[src/rtl/tick_period_meter.sv]
// Measures the clk-cycle interval between rising edges of a tick strobe and
// keeps last/min/max period, a saturating edge count and a missing-tick flag.
`timescale 1ns/1ps

module tick_period_meter #(
  parameter int unsigned      WIDTH   = 32,
  parameter logic [WIDTH-1:0] TIMEOUT = 32'd50000000
) (
  input  logic             clk,
  input  logic             rst,
  input  logic             tick_in,
  input  logic             clear,
  output logic [WIDTH-1:0] period,
  output logic             period_valid,
  output logic [WIDTH-1:0] period_min,
  output logic [WIDTH-1:0] period_max,
  output logic [15:0]      tick_count,
  output logic             timeout
);

  typedef enum logic [1:0] {
    S_IDLE    = 2'd0,
    S_MEASURE = 2'd1,
    S_TIMEOUT = 2'd2
  } state_t;

  localparam logic [WIDTH-1:0] CNT_ONE  = WIDTH'(1);
  localparam logic [WIDTH-1:0] MIN_INIT = '1;

  state_t           state_reg, state_next;
  logic             tick_prev_reg;
  logic [WIDTH-1:0] cnt_reg, cnt_next;
  logic [WIDTH-1:0] period_reg, period_next;
  logic             valid_reg, valid_next;
  logic [WIDTH-1:0] min_reg, min_next;
  logic [WIDTH-1:0] max_reg, max_next;
  logic [15:0]      count_reg, count_next;
  logic             timeout_reg, timeout_next;

  logic             tick_edge;
  logic [15:0]      count_inc;

  // A line held high produces a single edge, so the shortest measurable period is 2.
  assign tick_edge = tick_in & ~tick_prev_reg;
  assign count_inc = (count_reg == 16'hFFFF) ? count_reg : count_reg + 16'd1;

  always_comb begin
    state_next   = state_reg;
    cnt_next     = cnt_reg;
    period_next  = period_reg;
    valid_next   = 1'b0;
    min_next     = min_reg;
    max_next     = max_reg;
    count_next   = count_reg;
    timeout_next = timeout_reg;

    if (clear) begin
      state_next   = S_IDLE;
      cnt_next     = '0;
      period_next  = '0;
      min_next     = MIN_INIT;
      max_next     = '0;
      count_next   = '0;
      timeout_next = 1'b0;
    end else begin
      case (state_reg)
        S_IDLE: begin
          if (tick_edge) begin
            cnt_next   = CNT_ONE;
            count_next = count_inc;
            state_next = S_MEASURE;
          end
        end
        S_MEASURE: begin
          // An edge landing exactly on cnt==TIMEOUT is still a valid period.
          if (tick_edge) begin
            period_next = cnt_reg;
            valid_next  = 1'b1;
            min_next    = (cnt_reg < min_reg) ? cnt_reg : min_reg;
            max_next    = (cnt_reg > max_reg) ? cnt_reg : max_reg;
            cnt_next    = CNT_ONE;
            count_next  = count_inc;
          end else if (cnt_reg == TIMEOUT) begin
            state_next   = S_TIMEOUT;
            timeout_next = 1'b1;
          end else begin
            cnt_next = cnt_reg + CNT_ONE;
          end
        end
        S_TIMEOUT: begin
          // The interval spanning a timeout is meaningless: restart without reporting.
          if (tick_edge) begin
            timeout_next = 1'b0;
            cnt_next     = CNT_ONE;
            count_next   = count_inc;
            state_next   = S_MEASURE;
          end
        end
        default: begin
          state_next = S_IDLE;
        end
      endcase
    end
  end

  always_ff @(posedge clk) begin
    if (rst) begin
      state_reg     <= S_IDLE;
      tick_prev_reg <= 1'b0;
      cnt_reg       <= '0;
      period_reg    <= '0;
      valid_reg     <= 1'b0;
      min_reg       <= MIN_INIT;
      max_reg       <= '0;
      count_reg     <= '0;
      timeout_reg   <= 1'b0;
    end else begin
      state_reg     <= state_next;
      tick_prev_reg <= tick_in;
      cnt_reg       <= cnt_next;
      period_reg    <= period_next;
      valid_reg     <= valid_next;
      min_reg       <= min_next;
      max_reg       <= max_next;
      count_reg     <= count_next;
      timeout_reg   <= timeout_next;
    end
  end

  assign period       = period_reg;
  assign period_valid = valid_reg;
  assign period_min   = min_reg;
  assign period_max   = max_reg;
  assign tick_count   = count_reg;
  assign timeout      = timeout_reg;

endmodule
[config.mk]
export PLATFORM = sky130hd
export DESIGN_NAME = tick_period_meter
export DESIGN_NICKNAME = d
export VERILOG_FILES = /design/src/rtl/tick_period_meter.sv
export SDC_FILE = /design/constraint.sdc
export NUM_CORES = 1
export LEC_CHECK = 0
export BUFFER_PORTS_ARGS = -buffer_cell sky130_fd_sc_hd__buf_2
export CAP_MARGIN = 0
export CORE_MARGIN = 2
export CORE_UTILIZATION = 52
export CTS_CLUSTER_DIAMETER = 40
export DETAILED_ROUTE_END_ITERATION = 6
export PLACE_DENSITY = 0.81
export SLEW_MARGIN = 10
export SYNTH_ARGS = -nofsm -noshare
export SYNTH_HDL_FRONTEND = slang
export SYNTH_SLANG_ARGS = --single-unit
[constraint.sdc]
create_clock -name clk -period 2.4 [get_ports clk]
set_input_delay 0.36 -clock clk [delete_from_list [all_inputs] [get_ports clk]]
set_output_delay 0.36 -clock clk [all_outputs]
set_load 0.03 [all_outputs]
# Word level (Yosys, flattened, before mapping)
# Cells that the tools add are included.
[totals]
regBits = 149
word_cells = 53
inputBits = 4
[classes]
add_sub_neg = 2
n_reduce_logical = 14
bitwise = 4
order_cmp = 2
n_eq_ne = 9
mux = 13
[op_table]
columns = ["operator", "n"]
rows = [
  ["$mux 32", 3],
  ["$pmux 32 s2", 1],
  ["$add 32x1->32 const B", 1],
  ["$eq 32x26->1 const B", 1],
  ["$gt 32x32->1", 1],
  ["$lt 32x32->1", 1],
  ["$add 16x1->16 const B", 1],
  ["$eq 16x16->1 const B", 1],
  ["$reduce_and 3->1", 5],
  ["$mux 2", 3],
  ["$ne 2x2->1 const B", 3],
  ["$reduce_or 3->1", 2],
  ["$mux 1", 4],
  ["$pmux 2 s2", 1],
  ["$reduce_and 4->1", 1],
  ["$reduce_bool 2->1", 2],
  ["$reduce_or 2->1", 2],
  ["$ne 3x3->1 const B", 1],
  ["$not 1->1", 3],
  ["$eq 2x1->1 const B", 1],
  ["$eq 2x2->1 const B", 1],
  ["$logic_not 2->1", 1],
  ["$ne 2x1->1 const B", 1],
  ["$pmux 1 s2", 1],
  ["other kinds (2)", 2],
]

# Longest topological paths before layout
[logic_depth]
word_depth = 4
ltp_mapped = 10
ltp_nobuf = 8

# Worst setup path before layout
# No wires, ideal clock.
[synth_path]
path_kind = "register to register"
from = "reg min_reg[25], in the netlist period_min[25]"
to = "reg min_reg[10], in the netlist period_min[10]"
stages_incl_launch_ff = 10
setup_time_ns = 0.072
t_arrival_ns = 2.417
period_less_slack_ns = 2.489
path_slack_ns = -0.089
path_cell_list = "dfxtp_1 inv_1 ha_1 a21o_1 a221o_1 a2111oi_2 o21ai_1 a21oi_4 buf_6 mux2i_1"
[synth_via]
elab_chain_cells = 2
[synth_lines]
columns = ["item", "line", "text"]
rows = [
  ["start, declared", "35", "logic [WIDTH-1:0] min_reg, min_next;"],
  ["start signal, assigned", "123", "min_reg <= min_next;"],
  ["$lt 32x32->1", "79", "min_next = (cnt_reg < min_reg) ? cnt_reg : min_reg;"],
  ["$reduce_and 3->1 (no line)", "-", ""],
]
# Every way passes these cells.
# A chain may end at the register's enable or synchronous reset.

# Worst setup path in the final report
[layout_path]
from = "reg cnt_reg[15]"
to = "reg min_reg[1], in the netlist period_min[1]"
[layout_via]
elab_chain_cells = 2
[layout_lines]
columns = ["item", "line", "text"]
rows = [
  ["start, declared", "32", "logic [WIDTH-1:0] cnt_reg, cnt_next;"],
  ["start signal, assigned", "120", "cnt_reg <= cnt_next;"],
  ["$lt 32x32->1", "79", ""],
  ["$reduce_and 3->1 (no line)", "-", ""],
]
# Every way passes these cells.

==> impl_results.md <==
* Leak at 4.485 nW
* Synthesized area per cell at 8.055 um2
* Synth Warn # at 0
* IO buf count at 117
* Crit-path leading delay family: buffers and inverters
* Adder-Cell Fraction of Synth Area at 0.1043
* All-layer global routing usage at 0.2789
* Die width at 127.4 um
* Dpl hpwl at 15.82 mm
* # rows at 45
* IR drop worst, VDD at 0.0005161 V
* Slew @ Worst Pin at 614.4 ps
* Initial Utilization at 0.5267
* Vias in the first global route at 7317
* Fin crit share at 1.004
* Synth Area in Simple Gates at 0.2223
* Area delta synth->final at 32.05%
* Vias per cell at 5.860
* CTS tree: done
* Sw Ratio at 0.2111
* CP required at 2740 ps
* WL/cell at 17.93 um
* Ys async rst share at 0
* # hold bufs at CTS at 0
* Sink Count at 149
* Critical-path top delay cell: dfxtp_1
* CP Capture Type: register
* Max Fclk at 414.9 MHz
* Total of max-cap violations at 0
* Failing checks: negative setup slack
* Num CTS Buffers at 17
* Pre-antenna DRT Iters at 6
* Yosys reg bits at 149
* Crit path time final at 2410 ps
* Gpl congestion at 0.9164
* Startpoint types: register
* First-pass GRT wire length at 36.06 mm
* Ant. Diodes at 0
* Largest net degree at the start of global routing at 76
* Multiplexer share of the synthesized area at 0.04046
* Share of cells above drive strength 1 at 0.2802
* Pwr per Cell Area at 542.6 nW/um2
* Clock-pin slew on the worst setup and hold paths at 60 ps
* Critical path type: register to register
* Most common cell after layout, fill and taps aside: dfxtp_1
* Setup WS post-layout at -9.975 ps
* Placed Cells at 1330
* Routed WL at 24.61 mm
* Syn Inst Count at 983
* Slew margin rel. at 0.5904
* Syn Nets at 1053
* Fraction of synthesized cell area in xor and xnor cells at 0.02876
* Status: finished, violations left
* CP Cell Sequence: buf_4, ha_1, nand2_1, o21ai_0, a21oi_1, o41ai_4, buf_4, a21oi_4, buf_12, buf_12, mux2i_1
* Non-filler cells, final at 1373
* Post-synthesis sequential area ratio at 0.3767
* Placed instance area at 9338 um2
* Worst Path Arrival at 2750 ps
* Number of remaining DRC errors at 0
* Post-route ant nets at 0
* First DRT Iteration DRCs at 698
* Initial antenna violation count at 0
* RSZ-0062 raised after global routing: yes
* # fillers at 1126
* Die Y at 127.4 um
* CTS H-tree lvls at 4
* Worst hold slack at 124.2 ps
* Core Region at 15030 um2
* Distinct cells, synth at 62
* Gr ovfl total at 0
* Post-synth EDFFs at 0
* Slowest stage delay, CP at 320 ps
* Final Skew at 23.06 ps
* CTS Root Cell: clkbuf_16
* Syn Std Cell Area at 7918 um2
* Vias at 8046
* Worst hold path class: input pin to register
* Main synth FF type: dfxtp_1
* Synth Area in Compound Gates at 0.1574
* Area of the multi-input gates at 4636 um2
* Max Slew Vio Count at 0
* Worst path bufs/invs at 4
* Reg power frac at 0.439
* Reg area at 3003 um2
* Nets at 1242
* Hold Fails Final Rpt at 0
* Sw Pwr at 1.197 mW
* Clock Path Buffers at 2
* Commonest non-fill, non-tap cells in the layout: dfxtp_1, buf_2, nor2_1
* Clk Latency, worst-skew pair at 440 ps
* Fin area at 10460 um2
* Critical-path maximum fanout at 7
* Num ports at 118
* Comb power frac at 0.038
* Power share of the clock group at 0.523
* # setup viols final at 4
* Cell-internal power at 4.475 mW
* Combinational family with the most area after synthesis: simple AND/OR/NAND/NOR gates
* Die ar. at 16230 um2
[synth_stat cells, types with 8 or more instances]
master,instances,share of area
nand2_1,111,0.053
dfxtp_1,149,0.38
o21ai_1,24,0.015
xor2_1,8,0.0088
nor3_1,8,0.0051
o21ai_0,29,0.018
clkbuf_1,33,0.016
nor2_1,116,0.055
nand3_1,50,0.032
a21oi_1,109,0.069
mux2i_1,32,0.040
and3_1,8,0.0063
buf_2,17,0.011
nand4_1,31,0.024
inv_1,70,0.033
ha_1,66,0.10
xnor2_1,18,0.020
[layer usage]
metal	vias up	share of wire	GRT usage
met1	3786	0.40	0.3440
met4	0	0.039	0.1112
met3	97	0.066	0.05653
li1	3788	-	-
met5	-	0	0
met2	375	0.49	0.4781
[path summary, 6_finish.rpt]
path / slack [ps] / depth (start not counted) / endpoint / startpoint
setup / recovery: -10 / 11 / period_min[1]$_SDFFE_PP1P_ / cnt_reg[15]$_SDFFE_PP0P_
hold / removal: 120 / 2 / tick_prev_reg$_SDFF_PP0_ / rst
setup reg to reg: -10 / 11 / period_min[1]$_SDFFE_PP1P_ / cnt_reg[15]$_SDFFE_PP0P_
hold reg to reg: 450 / 2 / period[16]$_SDFFE_PP0P_ / period[16]$_SDFFE_PP0P_
[power groups by stage]
stage | logic (mW) | registers, mW | clock network [mW]
4_1_cts | 0.191 | 2.49 | 2.99
3_5_place_dp | 0.189 | 2.55 | 0
6_report | 0.216 | 2.49 | 2.97
3_3_place_gp | 0.184 | 2.55 | 0
5_1_grt | 0.231 | 2.49 | 3.11
2_1_floorplan | 0.122 | 2.56 | 0
[cell type report]
| cell class | count | area share |
|---|---|---|
| multi-input cells | 703 | 0.4434 |
| repair buffers | 231 | 0.1595 |
| flip-flops and latches | 149 | 0.2872 |
| clock buffers | 23 | 0.04572 |
| clock inverters | 9 | 0.01652 |
| inverters | 70 | 0.02513 |
| well taps | 188 | 0.02250 |
[stage by stage]
| stage | power, mW | utilization | setup slack [ps] | TNS, ps |
|---|---|---|---|---|
| 6_report | 5.672 | 0.6955 | -9.975 | -22.18 |
| 3_5_place_dp | 2.735 | 0.6211 | 2.912 | 0 |
| 3_3_place_gp | 2.730 | 0.6211 | 29.32 | 0 |
| 2_1_floorplan | 2.682 | - | 3.190 | 0 |
| 4_1_cts | 5.672 | 0.6658 | -9.418 | -9.418 |
| 5_1_grt | 5.833 | 0.6955 | -115.1 | -3789 |
[cells by family (layout without fill, tap and decap cells)]
group / count (synthesis) / count (layout)
buf+inv: 131 / 333
xor+xnor: 26 / 26
flops: 149 / 149
fa+ha+maj: 66 / 66
simple gates: 371 / 371
mux: 32 / 32
compound gates: 208 / 208
[timing repair]
action	CTS	global route
pin swaps	0	19
resized for setup	5	60
endpoints found under the setup margin	15	72
setup buffers	0	4
gates cloned	0	7
Note: power is estimated with default switching activity, not from simulation.
